[src/rtl/npc_pkg.sv]
// Shared definitions for the instruction fetch stage: FSM state encoding,
// default reset PC, canonical NOP encoding and the supported data width.
package npc_pkg;

    localparam int          XLEN             = 32;
    localparam logic [31:0] RESET_PC_DEFAULT = 32'h8000_0000;
    localparam logic [31:0] INST_NOP         = 32'h0000_0013;

    typedef enum logic [2:0] {
        S_IDLE = 3'd0,
        S_REQ  = 3'd1,
        S_WAIT = 3'd2,
        S_HOLD = 3'd3,
        S_HALT = 3'd4
    } state_e;

endpackage

[src/rtl/ifu_fetch.sv]
// Instruction fetch stage: one memory read per instruction, {inst, pc} handed to decode.
// Optional misaligned-PC fault slot is enabled by defining IFU_MISALIGN_CHECK_EN.
module ifu_fetch #(
    parameter logic [31:0] RESET_PC = npc_pkg::RESET_PC_DEFAULT,
    parameter int          XLEN     = npc_pkg::XLEN
) (
    input  logic            clk,
    input  logic            rst,
    input  logic            redirect_valid,
    input  logic [XLEN-1:0] redirect_pc,
    input  logic            halt,
    output logic            imem_req_valid,
    input  logic            imem_req_ready,
    output logic [XLEN-1:0] imem_req_addr,
    input  logic            imem_resp_valid,
    input  logic [XLEN-1:0] imem_resp_data,
    output logic            inst_valid,
    input  logic            inst_ready,
    output logic [XLEN-1:0] inst,
    output logic [XLEN-1:0] pc,
    output logic            fetch_fault
);
    import npc_pkg::*;

    state_e          state_q;
    logic [XLEN-1:0] pc_q;
    logic [XLEN-1:0] inst_q;
    logic            flush_q;
    logic            halted_q;

    logic misaligned;
    logic fault_slot;
    logic req_fire;
    logic hand_off;
    logic halt_now;

`ifdef IFU_MISALIGN_CHECK_EN
    assign misaligned = (pc_q[1:0] != 2'b00);
`else
    assign misaligned = 1'b0;
`endif

    // A misaligned PC turns the request slot into a synthetic NOP handed to decode.
    assign fault_slot  = (state_q == S_REQ) && misaligned;
    assign fetch_fault = fault_slot;

    assign imem_req_valid = (state_q == S_REQ) && !misaligned;
    assign imem_req_addr  = {pc_q[XLEN-1:2], 2'b00};

    assign inst_valid = ((state_q == S_HOLD) || fault_slot) && !redirect_valid;
    assign inst       = fault_slot ? INST_NOP : inst_q;
    assign pc         = pc_q;

    assign req_fire = imem_req_valid && imem_req_ready;
    assign hand_off = inst_valid && inst_ready;
    assign halt_now = halt || halted_q;

    // NOTE: all state below is updated with non-blocking assignments so every
    // register samples the pre-edge values of its peers.
    always_ff @(posedge clk) begin
        if (rst) begin
            state_q  <= S_IDLE;
            pc_q     <= RESET_PC;
            inst_q   <= '0;
            flush_q  <= 1'b0;
            halted_q <= 1'b0;
        end else begin
            if (halt) begin
                halted_q <= 1'b1;
            end

            case (state_q)
                S_IDLE: begin
                    if (redirect_valid) begin
                        pc_q <= redirect_pc;
                    end
                    state_q <= halt_now ? S_HALT : S_REQ;
                end

                S_REQ: begin
                    if (req_fire) begin
                        // The accepted read must still be drained; its data is stale.
                        if (redirect_valid) begin
                            pc_q    <= redirect_pc;
                            flush_q <= 1'b1;
                        end
                        state_q <= S_WAIT;
                    end else begin
                        if (redirect_valid) begin
                            pc_q <= redirect_pc;
                        end else if (hand_off) begin
                            pc_q <= pc_q + XLEN'(4);
                        end
                        if (halt_now) begin
                            state_q <= S_HALT;
                        end
                    end
                end

                S_WAIT: begin
                    if (imem_resp_valid) begin
                        flush_q <= 1'b0;
                        if (redirect_valid) begin
                            pc_q <= redirect_pc;
                        end
                        if (halt_now) begin
                            state_q <= S_HALT;
                        end else if (redirect_valid || flush_q) begin
                            state_q <= S_REQ;
                        end else begin
                            inst_q  <= imem_resp_data;
                            state_q <= S_HOLD;
                        end
                    end else if (redirect_valid) begin
                        pc_q    <= redirect_pc;
                        flush_q <= 1'b1;
                    end
                end

                S_HOLD: begin
                    if (redirect_valid) begin
                        pc_q    <= redirect_pc;
                        state_q <= halt_now ? S_HALT : S_REQ;
                    end else if (hand_off) begin
                        pc_q    <= pc_q + XLEN'(4);
                        state_q <= halt_now ? S_HALT : S_REQ;
                    end
                end

                S_HALT: begin
                    state_q <= S_HALT;
                end

                default: begin
                    state_q <= S_IDLE;
                end
            endcase
        end
    end

endmodule

[config.mk]
export PLATFORM = sky130hd
export DESIGN_NAME = ifu_fetch
export DESIGN_NICKNAME = d
export VERILOG_FILES = /design/src/rtl/npc_pkg.sv /design/src/rtl/ifu_fetch.sv
export SDC_FILE = /design/constraint.sdc
export NUM_CORES = 1
export LEC_CHECK = 0
export BUFFER_PORTS_ARGS = -buffer_cell sky130_fd_sc_hd__buf_2
export CORE_MARGIN = 1.5
export CORE_UTILIZATION = 40
export DETAILED_ROUTE_END_ITERATION = 16
export PLACE_DENSITY = 0.71
export REMOVE_ABC_BUFFERS = 1
export SYNTH_ARGS = -nofsm -noshare
export SYNTH_HDL_FRONTEND = slang
export SYNTH_SLANG_ARGS = --single-unit
export TNS_END_PERCENT = 100
[constraint.sdc]
create_clock -name clk -period 6 [get_ports clk]
set_clock_uncertainty 0.05 [all_clocks]
set_input_delay 0.6 -clock clk [delete_from_list [all_inputs] [get_ports clk]]
set_output_delay 0.6 -clock clk [all_outputs]
set_load 0.02 [all_outputs]
=== Word-level counts from Yosys, hierarchy flattened ===
Index checks and enable logic that the tools add are counted.

* Word-level logic and storage cells: 47
* Register bits: 69
* Bits of input ports: 71
* Output and inout bits: 99

* Add/subtract/negate cells: 1
* Mux-type cells: 18
* Reduce and logical (&&, ||, !) cells: 13
* Equal/unequal tests: 8
* Bitwise logic cells: 2

{| class="wikitable"
|+ Operators with widths
! kind !! count
|-
| 32-bit two-way mux || 4
|-
| 32-bit one-hot mux with 3 select lines || 1
|-
| 32-bit by 3-bit adder with 32-bit output, second input constant || 1
|-
| 3-bit two-way mux || 7
|-
| 3-bit one-hot mux with 5 select lines || 1
|-
| 3-bit by 2-bit equality test with 1-bit output, second input constant || 2
|-
| 4-bit AND reduction || 1
|-
| 3-bit by 1-bit equality test with 1-bit output, second input constant || 1
|-
| 3-bit equality test, second input constant || 1
|-
| 1-bit logical AND || 3
|-
| 3-bit zero test || 1
|-
| 1-bit two-way mux || 3
|-
| 3-bit by 1-bit != test with 1-bit output, second input constant || 1
|-
| 3-bit != test, second input constant || 1
|-
| 3-bit AND reduction || 1
|-
| 3-bit nonzero test || 1
|-
| 1-bit logical OR || 2
|-
| 2-bit two-way mux || 1
|-
| 2-bit by 1-bit != test with 1-bit output, second input constant || 1
|-
| 2-bit != test, second input constant || 1
|-
| 1-bit inverter || 2
|-
| 1-bit one-hot mux with 2 select lines || 1
|-
| 2-bit AND reduction || 1
|-
| 2-bit nonzero test || 1
|-
| 2 further kinds || 2
|}

=== Longest topological paths before layout ===
Gate-level depths: netlist of run 1.

* Depth after elaboration: 7
* Gate-level depth with buffers: 8
* Depth with buffers taken out: 6

=== Worst setup path before layout of run 1 ===
OpenSTA, ideal clock, no wires.

* Kind: in2reg
* From: input port redirect_valid
* To: register pc_q[16], in the netlist pc[16]
* Path slack: 3.565 ns
* Buffers on the path: 1
* Library setup time: 0.074 ns
* Required time: 5.876 ns
* Data arrival time: 2.311 ns
* Stages on the path: 6
* Cells stage by stage: or3b_1 buf_6 or2_4 or4_1 or3_1 a31oi_1

* Cells in the longest elaborated chain, start to end: 7
* Elaborated cells on any way between the ends: 8
* Those cells by class: mux (5); reduce/logical (3)

{| class="wikitable"
|+ Ends and longest elaborated chain
! what !! line !! RTL
|-
| start, declared || ifu_fetch.sv:9 || <nowiki>input logic redirect_valid,</nowiki>
|-
| 1-bit zero test || ifu_fetch.sv:50 || <nowiki>assign inst_valid = ((state_q == S_HOLD) || fault_slot) && !redirect_valid;</nowiki>
|-
| 1-bit logical AND || ifu_fetch.sv:50 ||
|-
| 1-bit logical AND || ifu_fetch.sv:55 || <nowiki>assign hand_off = inst_valid && inst_ready;</nowiki>
|-
| 32-bit two-way mux || - ||
|-
| 32-bit two-way mux || ifu_fetch.sv:121 || <nowiki>if (redirect_valid) begin</nowiki>
|-
| 32-bit two-way mux || ifu_fetch.sv:81 || <nowiki>if (req_fire) begin</nowiki>
|-
| 32-bit one-hot mux with 3 select lines * || ifu_fetch.sv:72 || <nowiki>case (state_q)</nowiki>
|-
| end signal, assigned || ifu_fetch.sv:75 || <nowiki>pc_q <= redirect_pc;</nowiki>
|-
| end signal, assigned || ifu_fetch.sv:84 || <nowiki>pc_q <= redirect_pc;</nowiki>
|-
| end signal, assigned || ifu_fetch.sv:122 || <nowiki>pc_q <= redirect_pc;</nowiki>
|-
| end, declared || ifu_fetch.sv:26 || <nowiki>logic [XLEN-1:0] pc_q;</nowiki>
|}

Mark *: on every way between the ends. The rest lies on a longest branch, timed or not.
A chain may end at the register's enable or synchronous reset.

=== Worst setup path after layout of run 1 ===
* From: register state_q[2]
* To: output port inst_valid

* Cells in the longest elaborated chain, start to end: 2

{| class="wikitable"
|+ Ends and longest elaborated chain
! what !! line !! RTL
|-
| start, declared || ifu_fetch.sv:25 || <nowiki>state_e state_q;</nowiki>
|-
| start signal, assigned || ifu_fetch.sv:77 || <nowiki>state_q <= halt_now ? S_HALT : S_REQ;</nowiki>
|-
| start signal, assigned || ifu_fetch.sv:123 || <nowiki>state_q <= halt_now ? S_HALT : S_REQ;</nowiki>
|-
| start signal, assigned || ifu_fetch.sv:126 || <nowiki>state_q <= halt_now ? S_HALT : S_REQ;</nowiki>
|-
| 3-bit by 2-bit equality test with 1-bit output || ifu_fetch.sv:50 ||
|-
| 1-bit logical AND || ifu_fetch.sv:50 ||
|-
| end, declared || ifu_fetch.sv:17 || <nowiki>output logic inst_valid,</nowiki>
|}

Every way passes these cells.

==> results of run 1 <==
==> per-stage QoR <==
step | util (%) | std cells | total power, uW
3_3_place_gp | 47.9 | 679 | 695
6_report | 50.2 | 695 | 1070
3_5_place_dp | 47.9 | 679 | 699
5_1_grt | 50.2 | 695 | 1120
4_1_cts | 50.2 | 695 | 1080
2_1_floorplan | - | 403 | 611
==> routing by layer <==
layer | vias to the layer above | routed length [um] | part of all wire (%) | GRT usage [%]
met5 | - | 0 | 0 | 0
met1 | 1706 | 4520 | 45 | 27.5
met3 | 9 | 868 | 8.6 | 3.96
met2 | 203 | 4650 | 46 | 35.9
met4 | 0 | 80 | 0.79 | 6.92
li1 | 1865 | - | - | -
==> layout make-up <==
class	instances	area [um^2]
Fill cell	852	4320
Multi-Input combinational cell	327	1770
Sequential cell	69	1380
Timing Repair Buffer	168	846
Tap cell	108	135
Clock buffer	9	124
Clock inverter	7	75.1
Inverter	7	26.3
==> flip-flops by register name, indices dropped and copies added (netlist names) <==
register,flops
flush_q,1
pc,32
state_q,3
inst,32
halted_q,1
==> worst register-to-register path, delay by kind of cell (launching register included) <==
kind / cells / cell delay [ns]
compound gates: 1 / 0.22
simple gates: 3 / 1.67
xor+xnor: 1 / 0.20
flops: 1 / 0.53
==> placed cells by master (no fill, tap or decap), drive strengths merged, types with 9 or more instances in the layout <==
cell and instances:
a211oi 9, o21ai 18, buf 168, nand4 11, a31oi 13, a21oi 58
clkbuf 9, nor2 24, dfxtp 69, nand2 86, nand3 15
==> worst paths after layout <==
kind	from	end	slack, ns
worst max-delay path	state_q[2]	inst_valid	3.06
worst max register to register	pc[4]	pc[27]	3.26
worst min register to register	inst[29]	inst[29]	0.40
worst min-delay path	inst[29]	inst[29]	0.40
==> power groups by stage <==
stage / logic, uW / clock network (uW) / registers (uW)
2_1_floorplan: 54.9 / 0 / 556
3_3_place_gp: 180 / 0 / 516
3_5_place_dp: 182 / 0 / 517
4_1_cts: 182 / 389 / 506
5_1_grt: 198 / 415 / 511
6_report: 182 / 379 / 507
==> kinds of logic (layout without fill, tap and decap cells) <==
kind of cell / Yosys count / after routing / synth area share, %
xor+xnor: 7 / 7 / 1.72
compound gates: 139 / 139 / 24.1
other cells: 1 / 3 / 0.105
buf+inv: 71 / 191 / 11.6
fa+ha+maj: 1 / 1 / 0.352
simple gates: 177 / 177 / 23.3
flops: 69 / 69 / 38.9
==> run metrics, run 1 <==
Slew @ Worst Pin 1.09 ns; Final Max Tran Viols 0; chip height 97.3 um; worst slew margin relative to its limit 26.6%; Sw Ratio 31.0%; CTS tree built; worst r2r path cells 5; Total Negative Setup Slacks 0 ns; GRT Overall Usage 21.3%; Clk Tree Root Cell clkbuf_8; unrepaired setup endpoints after global routing no; area leader, netlist dfxtp_1; yosys warns 0; layout cell share with drive strength beyond 1 31.7%; core area 8680 um^2; crit path cell chain buf_4 -> clkinv_1 -> nand2_1 -> nor2_1 -> and2_1 -> buf_2; Yosys reg bits 69; Hold Path Depth 2; Avg Cell Area, Syn 7.64 um^2; Post-Syn Instances 465; Combinational Power Share 17.0%; number of global-route vias before repair 3491; max incr delay on CP 0.58 ns; final worst slack 3.06 ns; Clk pwr share 35.5%; TritonCTS buffer count 9; slowest CP cell clkinv_1; Final Setup Violations 0; Initial Utilization 41.0%; Post-DP Area 4160 um^2; placer congestion estimate 0.847; Seq/Total Area, Yosys 38.9%; cell area after synthesis 3550 um^2; WL final 10.1 mm; dpl hpwl 7.09 mm; clk sink count 69; NumNets Final 654; ant diodes 0; outcome complete, no violations; CP arrival 2.29 ns; Final Hold Fails 0; io pins 170; Hold Crit Class flip-flop to flip-flop; NetSw 331 uW; fin crit period 2.94 ns; vias per std cell 5.44; Crit. End Element primary output; Bufs on Longest Clock Path 2; H-tree levels 3; die width 97.3 um; final hold slack 0.404 ns; DR vias 3783; Worst path depth 6; Worst IR Drop VDD 0.135 mV; routed wire length per instance 14.6 um; Synth top area share 38.9%; Post-synth EDFFs 0; Final ANT Viol Nets 0; initial antenna violation count 0; WP buf/inv 3; Area Growth Syn to Fin 22.6%; post_cts resized 0; sequential share of power 47.5%; post-synthesis cell type count 49; most common cell in the netlist nand2_1; PwrDens 245 nW/um^2; die area 9460 um^2; pin count of the biggest net entering global routing 65; DRT iter0 DRCs 134; dpl ws 3.00 ns; Post-CTS Hold Fix Bufs 0; post-CTS setup buffers 0; clock insertion delay at the later pin of the skew report 0.34 ns; Rows 34; synth cell count leaders 86 x nand2_1, 69 x dfxtp_1, 58 x a21oi_1; Setup CP Type flip-flop to primary output; Int Power 737 uW; FMAX 340 MHz; Synth area leaders dfxtp_1 39%, nand2_1 9.1%, a21oi_1 8.2%, buf_4 7.2%, o21ai_0 2.5%; period utilization 49.1%; startpoint types flip-flop; first-pass GRT wire length 16.7 mm; crit-path leading delay family buffers and inverters; port bufs 166; DR DRC count 0; DRT Pass-1 Iters 4; Static Leakage 0.00187 uW; Congestion Overflow GR 0; WP data required 5.35 ns; Most used DFF post-synth dfxtp_1; Max Cap Viol 0; Final Cell Area 4360 um^2; Post-synth ARST share 0%; Worst-path clk slew 0.08 ns; crit-path max FO 35
Note: power is estimated with default switching activity, not from simulation.
==> run 2, diff against run 1 <==
--- a/config.mk
+++ b/config.mk
@@ -5,11 +5,12 @@
 export SDC_FILE = /design/constraint.sdc
 export NUM_CORES = 1
 export LEC_CHECK = 0
+export ABC_AREA = 1
 export BUFFER_PORTS_ARGS = -buffer_cell sky130_fd_sc_hd__buf_2
 export CORE_MARGIN = 1.5
 export CORE_UTILIZATION = 40
 export DETAILED_ROUTE_END_ITERATION = 16
-export PLACE_DENSITY = 0.71
+export PLACE_DENSITY = 0.72
 export REMOVE_ABC_BUFFERS = 1
 export SYNTH_ARGS = -nofsm -noshare
 export SYNTH_HDL_FRONTEND = slang
==> constraint.sdc (replaced) <==
create_clock -name clk -period 2.6 [get_ports clk]
set_clock_uncertainty 0.05 [all_clocks]
set_input_delay 0.26 -clock clk [delete_from_list [all_inputs] [get_ports clk]]
set_output_delay 0.26 -clock clk [all_outputs]
set_load 0.02 [all_outputs]
==> run metrics, run 2 <==
NumNets Final 810 (+24%); port bufs 166 (unchanged); Slew @ Worst Pin 0.508 ns (-0.583 ns); io pins 170 (unchanged); Static Leakage 0.00238 uW (+27%); crit-path max FO 6 (-83%); dpl hpwl 8.06 mm (+14%); DRT iter0 DRCs 157 (+17%); xor and xnor area share after synthesis 0% (-1.7 points); Worst R2R Start pc[3]; Worst-path clk slew 0.08 ns (about the same); clk sink count 69 (unchanged); die width 103 um (+6.0%); most common cell after layout, fill and taps aside buf_2; yosys warns 0 (unchanged); Avg Cell Area, Syn 6.51 um^2 (-15%); Congestion Overflow GR 0 (unchanged); Synth top area share 34.5% (-4.4 points); Hold Crit Class input port to flip-flop; Yosys reg bits 69 (unchanged); most frequent cells in the layout 166 x buf_2, 129 x nor2_1, 111 x nand2_1; vias per std cell 5.04 (-7.4%); clock insertion delay at the later pin of the skew report 0.34 ns (about the same); Simple-Gate Fraction of Synth Area 36.9% (+14 points); Setup CP Type flip-flop to flip-flop; Final Cell Area 4870 um^2 (+12%); Layout Utilization 50.0% (-0.19 points); first-pass GRT wire length 18.3 mm (+9.7%); max incr delay on CP 0.45 ns (-0.13 ns); H-tree levels 3 (unchanged); Worst Min Path Start imem_resp_data[18]; Final Hold Fails 0 (unchanged); Clk Tree Root Cell clkbuf_8; Reg area 1380 um^2 (unchanged); layout cell share with drive strength beyond 1 29.1% (-2.6 points); Post-CTS Hold Fix Bufs 0 (unchanged); TritonCTS buffer count 9 (unchanged); DR vias 4413 (+17%); chip height 103 um (+6.0%); WL final 11.3 mm (+12%); synth cell count leaders 129 x nor2_1, 111 x nand2_1, 69 x dfxtp_1; post_cts resized 0 (unchanged); Post-Synth Adder-Cell Area 0.312% (-0.040 points); worst slew margin relative to its limit 66.1% (+39 points); Area Growth Syn to Fin 21.5%; routed wire length per instance 12.9 um (-11%); DR DRC count 0 (unchanged); fin crit period 1.89 ns; final hold slack 0.0892 ns (-0.315 ns); outcome complete, no violations; Bufs on Longest Clock Path 2 (unchanged); Final Setup Violations 0 (unchanged); WP data required 2.77 ns (-2.58 ns); FMAX 528 MHz; largest family of logic cells by synthesized area simple AND/OR/NAND/NOR gates; core area 9730 um^2 (+12%); Final Max Tran Viols 0 (unchanged); cell area after synthesis 4010 um^2 (+13%); startpoint types flip-flop; crit path launch pc[3]; post-synthesis cell type count 35 (-29%); ant diodes 0 (unchanged); Synth Area in Compound Gates 14.0% (-10 points); mux share of post-synthesis cell area 0% (unchanged); initial antenna violation count 1 (+1); multi-input combinational cell area 2060 um^2 (+17%); Max Cap Viol 0 (unchanged); pin count of the biggest net entering global routing 47 (-28%); area leader, netlist dfxtp_1; GRT Overall Usage 21.7% (+0.41 points); Rows 36 (+5.9%); Worst IR Drop VDD 0.211 mV (+56%); placer congestion estimate 0.845 (-0.27%); post-CTS setup buffers 0 (unchanged); unrepaired setup endpoints after global routing no; fillers 1023 (+20%); Crit. End Element flip-flop; Tot Pwr 2560 uW (+140%); most common cell in the netlist nor2_1; Most used DFF post-synth dfxtp_1; number of global-route vias before repair 4003 (+15%); Post-synth ARST share 0% (unchanged); Initial Utilization 41.2% (+0.20 points); CTS tree built; Synth area leaders dfxtp_1 34%, nor2_1 12%, nand2_1 10%, buf_4 7.1%, nand3_1 5.4%; CP arrival 2.07 ns (-0.22 ns); Post-Syn Instances 615 (+32%); Seq/Total Area, Yosys 34.5% (-4.4 points); Final ANT Viol Nets 0 (unchanged); die area 10600 um^2 (+12%); Total Negative Setup Slacks 0 ns (unchanged); slowest CP cell dfxtp_1; Post-DP Area 4670 um^2 (+12%); Post-synth EDFFs 0 (unchanged); crit path cell chain ha_1 -> inv_1 -> nor2_1 -> nand3_1 -> nor2_2 -> nand2_1 -> nor2_1 -> nand2_1 -> nand3_1 -> a21oi_1; DRT Pass-1 Iters 5 (+1); PwrDens 526 nW/um^2 (+110%); period utilization 72.8%
-- run 2: cell count changes after synthesis, moves of 14 or more --
cell and delta:
a21oi_1 -25, inv_1 +32, nand2_1 +25, nand3_1 +28, nor2_1 +105, o21ai_0 +14
o21ai_1 +24
-- run 2: routing by layer --
| metal | GRT usage (%) | vias up | share of wire [%] |
|---|---|---|---|
| met1 | 26.8 | 1974 | 42 |
| met5 | 0 | - | 0.11 |
| li1 | - | 2217 | - |
| met3 | 5.42 | 10 | 10 |
| met4 | 8.00 | 2 | 0.74 |
| met2 | 36.5 | 210 | 47 |
-- run 2: logic make-up after synthesis --
| logic type | after synthesis |
|---|---|
| adder cells (fa/ha/maj) | 1 |
| flip-flops | 69 |
| AND/OR/NAND/NOR | 333 |
| other | 1 |
| AO/OA/AOI/OAI | 105 |
| buffers and inverters | 106 |
-- run 2: worst paths after layout --
kind               to  slack (ns)  cells after the start
max            pc[26]        0.71                     10
min reg2reg  halted_q        0.45                      2
min          inst[18]        0.09                      3
max reg2reg    pc[26]        0.71                     10
-- run 2: final cells by class --
cell class	count	area share, %
multi-input combinational	442	42.4
sequential	69	28.4
timing repair buffer	172	18.3
inverter	44	3.45
tap	133	3.42
clock buffer	10	2.83
clock inverter	6	1.29
-- run 2: worst max-delay path: cells and delay by family (launching register included) --
family                   cells  cell delay (ns)
AO/OA/AOI/OAI                1             0.06
buffers and inverters        1             0.09
AND/OR/NAND/NOR              7             0.94
adder cells (fa/ha/maj)      1             0.18
flip-flops                   1             0.45
-- run 2: metrics by stage --
stage / cells / setup WS (ns)
detailed placement: 860 / 0.726
CTS: 876 / 0.701
global route: 876 / 0.430
floorplan: 555 / 0.128
finish: 876 / 0.707
global placement: 860 / 0.801
-- run 2: report_power, final --
group / internal, uW / switching [uW] / leakage, uW
combinational: 171 / 307 / 0.00172
clock: 466 / 433 / 0.0000943
sequential: 1100 / 77.6 / 0.000563
